`src/rtl/adau_scan_if.sv`:
```
// Word stream carrying averaged samples and frame sync words from the
// acquisition sequencer to the UART stream framer.
interface adau_scan_if;
  logic        out_valid;
  logic        out_ready;
  logic [15:0] out_data;
  logic [7:0]  out_chan;
  logic        out_sync;

  modport master (
    output out_valid,
    output out_data,
    output out_chan,
    output out_sync,
    input  out_ready
  );

  modport slave (
    input  out_valid,
    input  out_data,
    input  out_chan,
    input  out_sync,
    output out_ready
  );
endinterface

```
`src/rtl/adau_scan.sv`:
```
// FDAU analog acquisition sequencer: each sec pulse emits a sync word, then
// for every table entry loads the mux, settles, averages 2**AVG_LOG2 ADC
// conversions, emits the result and parks the mux on GND.
module adau_scan #(
  parameter int          N_CH        = 64,
  parameter int          SETTLE_CLKS = 1220,
  parameter int          PARK_CLKS   = 72,
  parameter int          AVG_LOG2    = 0,
  parameter logic [15:0] SYNC_WORD   = 16'hFF7F
) (
  input  logic        clk_5Mhz,
  input  logic        reset,
  input  logic        sec,
  input  logic        enable,
  output logic [7:0]  tbl_addr,
  input  logic [7:0]  tbl_q,
  output logic [3:0]  ENA,
  output logic [3:0]  ADDR,
  output logic        adc_start,
  input  logic        adc_rdy,
  input  logic [15:0] adc_sample,
  adau_scan_if.master stream,
  output logic        scanning,
  output logic        frame_overrun
);

  localparam int ACC_W   = 16 + AVG_LOG2;
  localparam int CNT_MAX = (SETTLE_CLKS > PARK_CLKS) ? SETTLE_CLKS : PARK_CLKS;
  localparam int CNT_W   = $clog2(CNT_MAX + 1);

  localparam logic [CNT_W-1:0] SETTLE_END = CNT_W'(SETTLE_CLKS - 2);
  localparam logic [CNT_W-1:0] PARK_END   = CNT_W'(PARK_CLKS - 1);
  localparam logic [4:0]       CONV_LAST  = 5'((1 << AVG_LOG2) - 1);
  localparam logic [7:0]       LAST_CH    = 8'(N_CH - 1);
  localparam logic [3:0]       PARK_ENA   = 4'h1;
  localparam logic [3:0]       PARK_ADDR  = 4'hF;

  typedef enum logic [2:0] {
    IDLE, SYNC, PARK, LOAD, SETTLE, CONVERT, EMIT
  } state_t;

  state_t           state, state_n;
  logic [7:0]       ch, ch_n;
  logic [CNT_W-1:0] cnt, cnt_n;
  logic [4:0]       conv_cnt, conv_n;
  logic [ACC_W-1:0] acc, acc_n;
  logic [3:0]       ena_n, addr_n;
  logic             start_n;
  logic             last_emit, last_n;
  logic             overrun_n;

  // Register every piece of sequencer state; reset parks the mux on GND.
  always_ff @(posedge clk_5Mhz or posedge reset) begin
    if (reset) begin
      state         <= IDLE;
      ch            <= '0;
      cnt           <= '0;
      conv_cnt      <= '0;
      acc           <= '0;
      ENA           <= PARK_ENA;
      ADDR          <= PARK_ADDR;
      adc_start     <= 1'b0;
      last_emit     <= 1'b0;
      frame_overrun <= 1'b0;
    end else begin
      state         <= state_n;
      ch            <= ch_n;
      cnt           <= cnt_n;
      conv_cnt      <= conv_n;
      acc           <= acc_n;
      ENA           <= ena_n;
      ADDR          <= addr_n;
      adc_start     <= start_n;
      last_emit     <= last_n;
      frame_overrun <= overrun_n;
    end
  end

  // Next-state logic; a sec arriving mid-frame overrides everything and restarts at SYNC.
  always_comb begin
    state_n   = state;
    ch_n      = ch;
    cnt_n     = cnt;
    conv_n    = conv_cnt;
    acc_n     = acc;
    ena_n     = ENA;
    addr_n    = ADDR;
    start_n   = adc_start;
    last_n    = last_emit;
    overrun_n = frame_overrun;

    case (state)
      IDLE: begin
        if (sec && enable) begin
          state_n = SYNC;
          ch_n    = '0;
        end
      end
      SYNC: begin
        if (stream.out_ready) state_n = LOAD;
      end
      LOAD: begin
        ena_n   = tbl_q[3:0];
        addr_n  = tbl_q[7:4];
        cnt_n   = '0;
        conv_n  = '0;
        acc_n   = '0;
        state_n = SETTLE;
      end
      SETTLE: begin
        if (cnt == SETTLE_END) begin
          state_n = CONVERT;
          start_n = 1'b1;
        end else begin
          cnt_n = cnt + 1'b1;
        end
      end
      CONVERT: begin
        if (adc_start) begin
          if (adc_rdy) begin
            acc_n   = acc + ACC_W'(adc_sample);
            conv_n  = conv_cnt + 5'd1;
            start_n = 1'b0;
            if (conv_cnt == CONV_LAST) begin
              state_n = EMIT;
              ena_n   = PARK_ENA;
              addr_n  = PARK_ADDR;
            end
          end
        end else begin
          start_n = 1'b1;
        end
      end
      EMIT: begin
        if (stream.out_ready) begin
          state_n = PARK;
          cnt_n   = '0;
          last_n  = (ch == LAST_CH);
          if (ch != LAST_CH) ch_n = ch + 8'd1;
        end
      end
      PARK: begin
        if (cnt == PARK_END) begin
          if (last_emit) begin
            state_n = IDLE;
            ch_n    = '0;
          end else begin
            state_n = LOAD;
          end
        end else begin
          cnt_n = cnt + 1'b1;
        end
      end
      default: state_n = IDLE;
    endcase

    if (state != IDLE && sec) begin
      overrun_n = 1'b1;
      start_n   = 1'b0;
      ena_n     = PARK_ENA;
      addr_n    = PARK_ADDR;
      ch_n      = '0;
      cnt_n     = '0;
      conv_n    = '0;
      acc_n     = '0;
      state_n   = SYNC;
    end
  end

  // Stream word and status are decoded straight from the state so reset clears them at once.
  always_comb begin
    stream.out_valid = (state == SYNC) || (state == EMIT);
    stream.out_sync  = (state == SYNC);
    stream.out_chan  = (state == EMIT) ? ch : 8'd0;
    stream.out_data  = 16'd0;
    if (state == SYNC)      stream.out_data = SYNC_WORD;
    else if (state == EMIT) stream.out_data = acc[AVG_LOG2 +: 16];
    scanning = (state != IDLE);
    tbl_addr = ch;
  end

endmodule

```
`src/flat_wrapper.sv`:
```
// flat-port wrapper written by rule: the top's interface ports become plain ports
module adau_scan_flat 
#(
  parameter int          N_CH        = 64,
  parameter int          SETTLE_CLKS = 1220,
  parameter int          PARK_CLKS   = 72,
  parameter int          AVG_LOG2    = 0,
  parameter logic [15:0] SYNC_WORD   = 16'hFF7F
)
  (clk_5Mhz, reset, sec, enable, tbl_addr, tbl_q, ENA, ADDR, adc_start, adc_rdy, adc_sample, scanning, frame_overrun, stream_out_valid, stream_out_data, stream_out_chan, stream_out_sync, stream_out_ready);
  adau_scan_if stream_i ();
  input  logic clk_5Mhz;
  input  logic reset;
  input  logic sec;
  input  logic enable;
  output logic [7:0] tbl_addr;
  input  logic [7:0] tbl_q;
  output logic [3:0] ENA;
  output logic [3:0] ADDR;
  output logic adc_start;
  input  logic adc_rdy;
  input  logic [15:0] adc_sample;
  output logic scanning;
  output logic frame_overrun;
  output wire logic [$bits(stream_i.out_valid)-1:0] stream_out_valid;
  output wire logic [$bits(stream_i.out_data)-1:0] stream_out_data;
  output wire logic [$bits(stream_i.out_chan)-1:0] stream_out_chan;
  output wire logic [$bits(stream_i.out_sync)-1:0] stream_out_sync;
  input wire logic [$bits(stream_i.out_ready)-1:0] stream_out_ready;
  assign stream_out_valid = stream_i.out_valid;
  assign stream_out_data = stream_i.out_data;
  assign stream_out_chan = stream_i.out_chan;
  assign stream_out_sync = stream_i.out_sync;
  assign stream_i.out_ready = stream_out_ready;
  adau_scan #(.N_CH(N_CH), .SETTLE_CLKS(SETTLE_CLKS), .PARK_CLKS(PARK_CLKS), .AVG_LOG2(AVG_LOG2), .SYNC_WORD(SYNC_WORD)) u_core (.clk_5Mhz(clk_5Mhz), .reset(reset), .sec(sec), .enable(enable), .tbl_addr(tbl_addr), .tbl_q(tbl_q), .ENA(ENA), .ADDR(ADDR), .adc_start(adc_start), .adc_rdy(adc_rdy), .adc_sample(adc_sample), .stream(stream_i), .scanning(scanning), .frame_overrun(frame_overrun));
endmodule
```
`config.mk`:
```
export PLATFORM = sky130hd
export DESIGN_NAME = adau_scan_flat
export DESIGN_NICKNAME = d
export VERILOG_FILES = /design/src/rtl/adau_scan_if.sv /design/src/rtl/adau_scan.sv /design/src/flat_wrapper.sv
export SDC_FILE = /design/constraint.sdc
export NUM_CORES = 1
export LEC_CHECK = 0
export CORE_MARGIN = 2
export CORE_UTILIZATION = 47
export DETAILED_ROUTE_END_ITERATION = 6
export PLACE_DENSITY_LB_ADDON = 0.3
export SLEW_MARGIN = 10
export SYNTH_ARGS = -nofsm -noshare
export SYNTH_HDL_FRONTEND = slang
export SYNTH_SLANG_ARGS = --single-unit
```
`constraint.sdc`:
```
create_clock -name clk_5Mhz -period 2.5 [get_ports clk_5Mhz]
set_clock_uncertainty 0.15 [all_clocks]
set_input_delay 0.75 -clock clk_5Mhz [delete_from_list [all_inputs] [get_ports clk_5Mhz]]
set_output_delay 0.75 -clock clk_5Mhz [all_outputs]
set_load 0.1 [all_outputs]
```
# Word level (Yosys, flattened, before mapping)
# Cells that the tools add are included.
[totals]
ff_bits = 54
input_bits = 30
output_inout_bits = 45
elab_cells = 102
[op_classes]
add_sub_neg = 4
eq_ne = 22
mux = 49
n_reduce_logical = 17
[ops]
columns = ["op", "count"]
rows = [
  ["2-to-1 mux 16 bit", 5],
  ["2-to-1 mux 8 bit", 7],
  ["2-to-1 mux 11 bit", 4],
  ["case mux 11 bit (4 select lines)", 1],
  ["2-to-1 mux 4 bit", 8],
  ["case mux 16 bit (2 select lines)", 1],
  ["2-to-1 mux 3 bit", 9],
  ["inequality test 3 x 1 -> 1 bit, second input constant", 8],
  ["case mux 8 bit (3 select lines)", 1],
  ["case mux 3 bit (7 select lines)", 1],
  ["adder 16 bit", 1],
  ["case mux 4 bit (2 select lines)", 2],
  ["2-to-1 mux 5 bit", 3],
  ["adder 11 x 1 -> 11 bit, second input constant", 1],
  ["equality test 11 bit, second input constant", 1],
  ["equality test 11 x 7 -> 1 bit, second input constant", 1],
  ["case mux 5 bit (2 select lines)", 1],
  ["equality test 3 bit, second input constant", 3],
  ["nonzero test 3 bit", 3],
  ["adder 8 x 1 -> 8 bit, second input constant", 1],
  ["equality test 8 x 6 -> 1 bit, second input constant", 1],
  ["inequality test 8 x 6 -> 1 bit, second input constant", 1],
  ["AND reduction 4 bit", 2],
  ["AND reduction 8 bit", 1],
  ["17 further kinds", 25],
]

# Depth between registers and ports, before layout
[depth]
ltp_word = 6
ltp_mapped = 9
depth_no_buf = 9

# Worst setup path before layout
# Ideal clock, no wire load.
[synth_timing]
path_type = "reg2out"
start = "register u_core.state[1]"
end = "output stream_out_data[10]"
arrival_time_ns = 2.893
required_ns = 1.600
slack_ns = -1.293
stages_incl_launch_ff = 6
n_path_buf = 2
path_cell_list = "dfrtp_1 > clkbuf_1 > nand2b_1 > nor2_1 > clkbuf_1 > a21o_1"
[synth_between]
elab_cells_between_ends = 4
cone_classes = "eq/ne: 2; mux: 2"
[synth_rtl]
columns = ["item", "line", "source"]
rows = [
  ["start: declaration", "adau_scan.sv:42", "state_t state, state_n;"],
  ["start signal: assignment", "adau_scan.sv:66", "state <= state_n;"],
  ["equality test 3 x 1 -> 1 bit", "-", ""],
  ["net stream_out_sync", "flat_wrapper.sv:28", "output wire logic [$bits(stream_i.out_sync)-1:0] stream_out_sync;"],
  ["2-to-1 mux 16 bit", "adau_scan.sv:176", "if (state == SYNC) stream.out_data = SYNC_WORD;"],
  ["end: declaration", "flat_wrapper.sv:26", "output wire logic [$bits(stream_i.out_data)-1:0] stream_out_data;"],
]
# The timed path passes the listed nets, and every way through them passes these cells.

# Final worst setup path
[layout_timing]
start = "input adc_sample[11]"
end = "register u_core.acc[12]"
[layout_between]
elab_chain_len = 5
[layout_rtl]
columns = ["item", "line", "source"]
rows = [
  ["start: declaration", "flat_wrapper.sv:22", "input logic [15:0] adc_sample;"],
  ["adder 16 bit", "adau_scan.sv:121", "acc_n = acc + ACC_W'(adc_sample);"],
  ["2-to-1 mux 16 bit", "adau_scan.sv:120", "if (adc_rdy) begin"],
  ["2-to-1 mux 16 bit", "adau_scan.sv:119", "if (adc_start) begin"],
  ["case mux 16 bit (2 select lines)", "adau_scan.sv:92", "case (state)"],
  ["2-to-1 mux 16 bit", "adau_scan.sv:157", "if (state != IDLE && sec) begin"],
  ["end signal: assignment", "adau_scan.sv:70", "acc <= acc_n;"],
  ["end: declaration", "adau_scan.sv:46", "logic [ACC_W-1:0] acc, acc_n;"],
]
# No other way between the ends. The select of a mux whose other input is x is not followed.
# A chain may end at the register's enable or synchronous reset.

==> out/metrics.csv <==
metric;value;unit
total congestion overflow;0;
clk_lat worst skew;0.32;ns
CP Capture Point;u_core.acc[12];
setup slack after layout;-0.131;ns
CP Capture Type;flip-flop;
TritonCTS buffer count;5;
Worst EP arrival;2.69;ns
largest net degree at the start of global routing;29;
post-synth cell types;53;
site row count;32;
Hold Slack;0.326;ns
CTS Root Cell;clkbuf_8;
status;finished, violations left;
CTS tree;yes;
PortBufs;74;
vias in the first global route;3814;
ANT nets after route;0;
Worst path slowest cell;clkdlybuf4s50_1;
core region area;0.00761;mm^2
effective utilization at floorplan;47.6;%
post-synthesis average cell area;8.50;um^2
Hold Buf Count CTS;0;
worst flop-to-flop path endpoint;u_core.state[0];
ant diodes;0;
Worst-path clk slew;0.11;ns
routed via count;4071;
startpoint type of the worst setup path;primary input;
vias per cell;6.09;
Pleak;2.63;nW
Layout area overhead;63.1;%
path depth of the worst reg2reg path;7;
drt pass-1 iters;5;
pwr/cell area;1300;mW/mm^2
first-pass GRT wire length;18000;um
mean routed wirelength per cell;18.4;um
RSZ-0062 raised after global routing;true;
DP HPWL;7690;um
r2r setup slk;0.01;ns
mux share of post-synthesis cell area;0.587;%
Max Freq;0.380;GHz
crit path launch;adc_sample[11];
WS Path Type;primary input to flip-flop;
synthesized area;0.00362;mm^2
Sink Count;54;
Adder-Cell Fraction of Synth Area;7.46;%
post-synthesis xor/xnor area fraction;2.66;%
drt initial violations;368;
fraction of registers with async set/reset;100;%
die width;91.8;um
main combinational cell family by area after synthesis;compound AO/OA/AOI/OAI gates;
Post-route DRC;0;
fin crit share;105;%
critical path fanouts, max;5;
Max Cap Viol;0;
die footprint;0.00843;mm^2
Slew Viols, Final;0;
chip height;91.8;um
Fin. Hold Viols;0;
setup_tns;-0.621;ns
crit-path cells;clkdlybuf4s50_1 > ha_1 > a21oi_1 > o21ai_0 > o31a_1 > o41ai_2;
share of layout cells above drive strength 1;40.8;%
Slew HR;66.3;%
PnR Total Power;7.66;mW
Final setup viols;18;
Gate Count Post-Synth;426;
initial antenna violation count;0;
slew at the pin closest to its max-slew limit;0.505;ns
Hold WC Path Type;flip-flop to flip-flop;
Reg-to-Reg Start;u_core.cnt[9];
fraction of the yosys area taken by sequential cells;37.5;%
Warnings, synthesis;0;
number of top-level design ports;75;
htree depth;2;
Synthesized Nets;477;
hold path depth;1;
Total Wirelength;12300;um
gr usage total;26.1;%
slowest stage delay, CP;0.42;ns
worst vdd ir;1.39;mV
Final #Nets;616;
Worst EP required;2.56;ns
Main synth FF type;dfrtp_1;
Routability Congestion;0.867;
shortest period the worst path allows;2.63;ns
failing checks;negative setup slack;
#FFs+latches synth;54;
Post-synth EDFFs;0;
Synth Area in Compound Gates;26.9;%
clock tree buffer depth;2;
simple-gate area share of the yosys netlist;20.3;%
sequential cells by signal, indices dropped and copies added (netlist names):
signal,cells
u_core.cnt,11
u_core.last_emit,1
u_core.adc_start,1
u_core.ENA,4
u_core.ADDR,4
u_core.tbl_addr,8
u_core.frame_overrun,1
u_core.conv_cnt,5
u_core.state,3
u_core.acc,16
layout by cell type (no fill, tap or decap), drive strengths merged, types with 5 or more instances in the layout:
master,n
a211oi,5
a21o,19
a21oi,24
a22o,7
a31oi,5
and3,16
buf,127
clkbuf,8
clkdlybuf4s50,17
dfrtp,49
dfstp,5
dlygate4sd2,7
ha,20
inv,17
nand2,39
nand2b,8
nand3,13
nor2,34
nor2b,11
o211ai,5
o21ai,53
o31ai,14
or2,5
xnor2,8
final cells by class:
class / instances / area [um^2]
clock buffers: 5 / 68.8
clock inverters: 3 / 21.3
fillers: 466 / 1700
inverters: 17 / 63.8
multi-input cells: 331 / 2540
flip-flops and latches: 54 / 1370
well taps: 102 / 128
repair buffers: 156 / 1720
cells by family (layout without fill, tap and decap cells):
group	count (synthesis)	after routing
AO/OA/AOI/OAI	149	149
XOR/XNOR	11	11
adder cells (fa/ha/maj)	21	21
buffers and inverters	42	181
flip-flops	54	54
multiplexers	2	2
AND/OR/NAND/NOR	147	148
worst min path at each step:
stage                                     from                    to  slack [ns]
after global routing      u_core.frame_overrun  u_core.frame_overrun        0.36
final                     u_core.frame_overrun  u_core.frame_overrun        0.33
after global placement    u_core.frame_overrun  u_core.frame_overrun        0.29
after floorplan                  u_core.cnt[4]         u_core.cnt[4]        0.30
after CTS                 u_core.frame_overrun  u_core.frame_overrun        0.33
after detailed placement  u_core.frame_overrun  u_core.frame_overrun        0.30
per-stage QoR:
step	area, um^2	setup slack [ns]	std cells	util (%)
5_1_grt	5910	-0.154	668	77.7
3_3_place_gp	5450	-0.630	647	71.6
6_report	5910	-0.131	668	77.7
2_1_floorplan	3820	-0.234	426	-
3_5_place_dp	5450	-0.772	647	71.6
4_1_cts	5740	-0.0442	664	75.4
routing by layer:
metal | GRT usage [%] | vias to the layer above | wire length [um]
li1 | - | 1823 | -
met1 | 30.9 | 1936 | 4520
met2 | 47.2 | 232 | 6170
met3 | 4.44 | 80 | 904
met4 | 9.95 | 0 | 672
met5 | 0 | - | 0
worst max-delay path, delay by kind of cell:
kind            cells  cell delay, ns
compound gates      4            1.12
fa+ha+maj           1            0.40
buf+inv             1            0.42
synthesized netlist by cell type, types with 11 or more instances:
cell type	instances	share of area (%)
dfrtp_1	49	34
nand2_1	39	4.0
o21ai_1	36	5.0
nor2_1	34	3.5
a21oi_1	23	3.2
clkbuf_1	22	2.3
ha_1	20	6.9
a21o_1	19	3.9
inv_1	17	1.8
o21ai_0	17	2.3
and3_1	16	2.8
nand3_1	13	1.8
nor2b_1	11	1.9
o31ai_1	11	2.3
power breakdown:
part	switching [mW]	internal (mW)	leakage (nW)
combinational	3.67	2.25	1.89
clock	0.316	0.198	0.0441
sequential	0.186	1.04	0.703
repair_timing:
| item | 4_1_cts | 5_1_grt |
|---|---|---|
| gates resized for setup | 37 | 35 |
| pin swaps | 24 | 29 |
| endpoints found under the setup margin | 32 | 54 |
| gates cloned | 0 | 2 |
| buffers inserted | 9 | 3 |
Note: power is estimated with default switching activity, not from simulation.
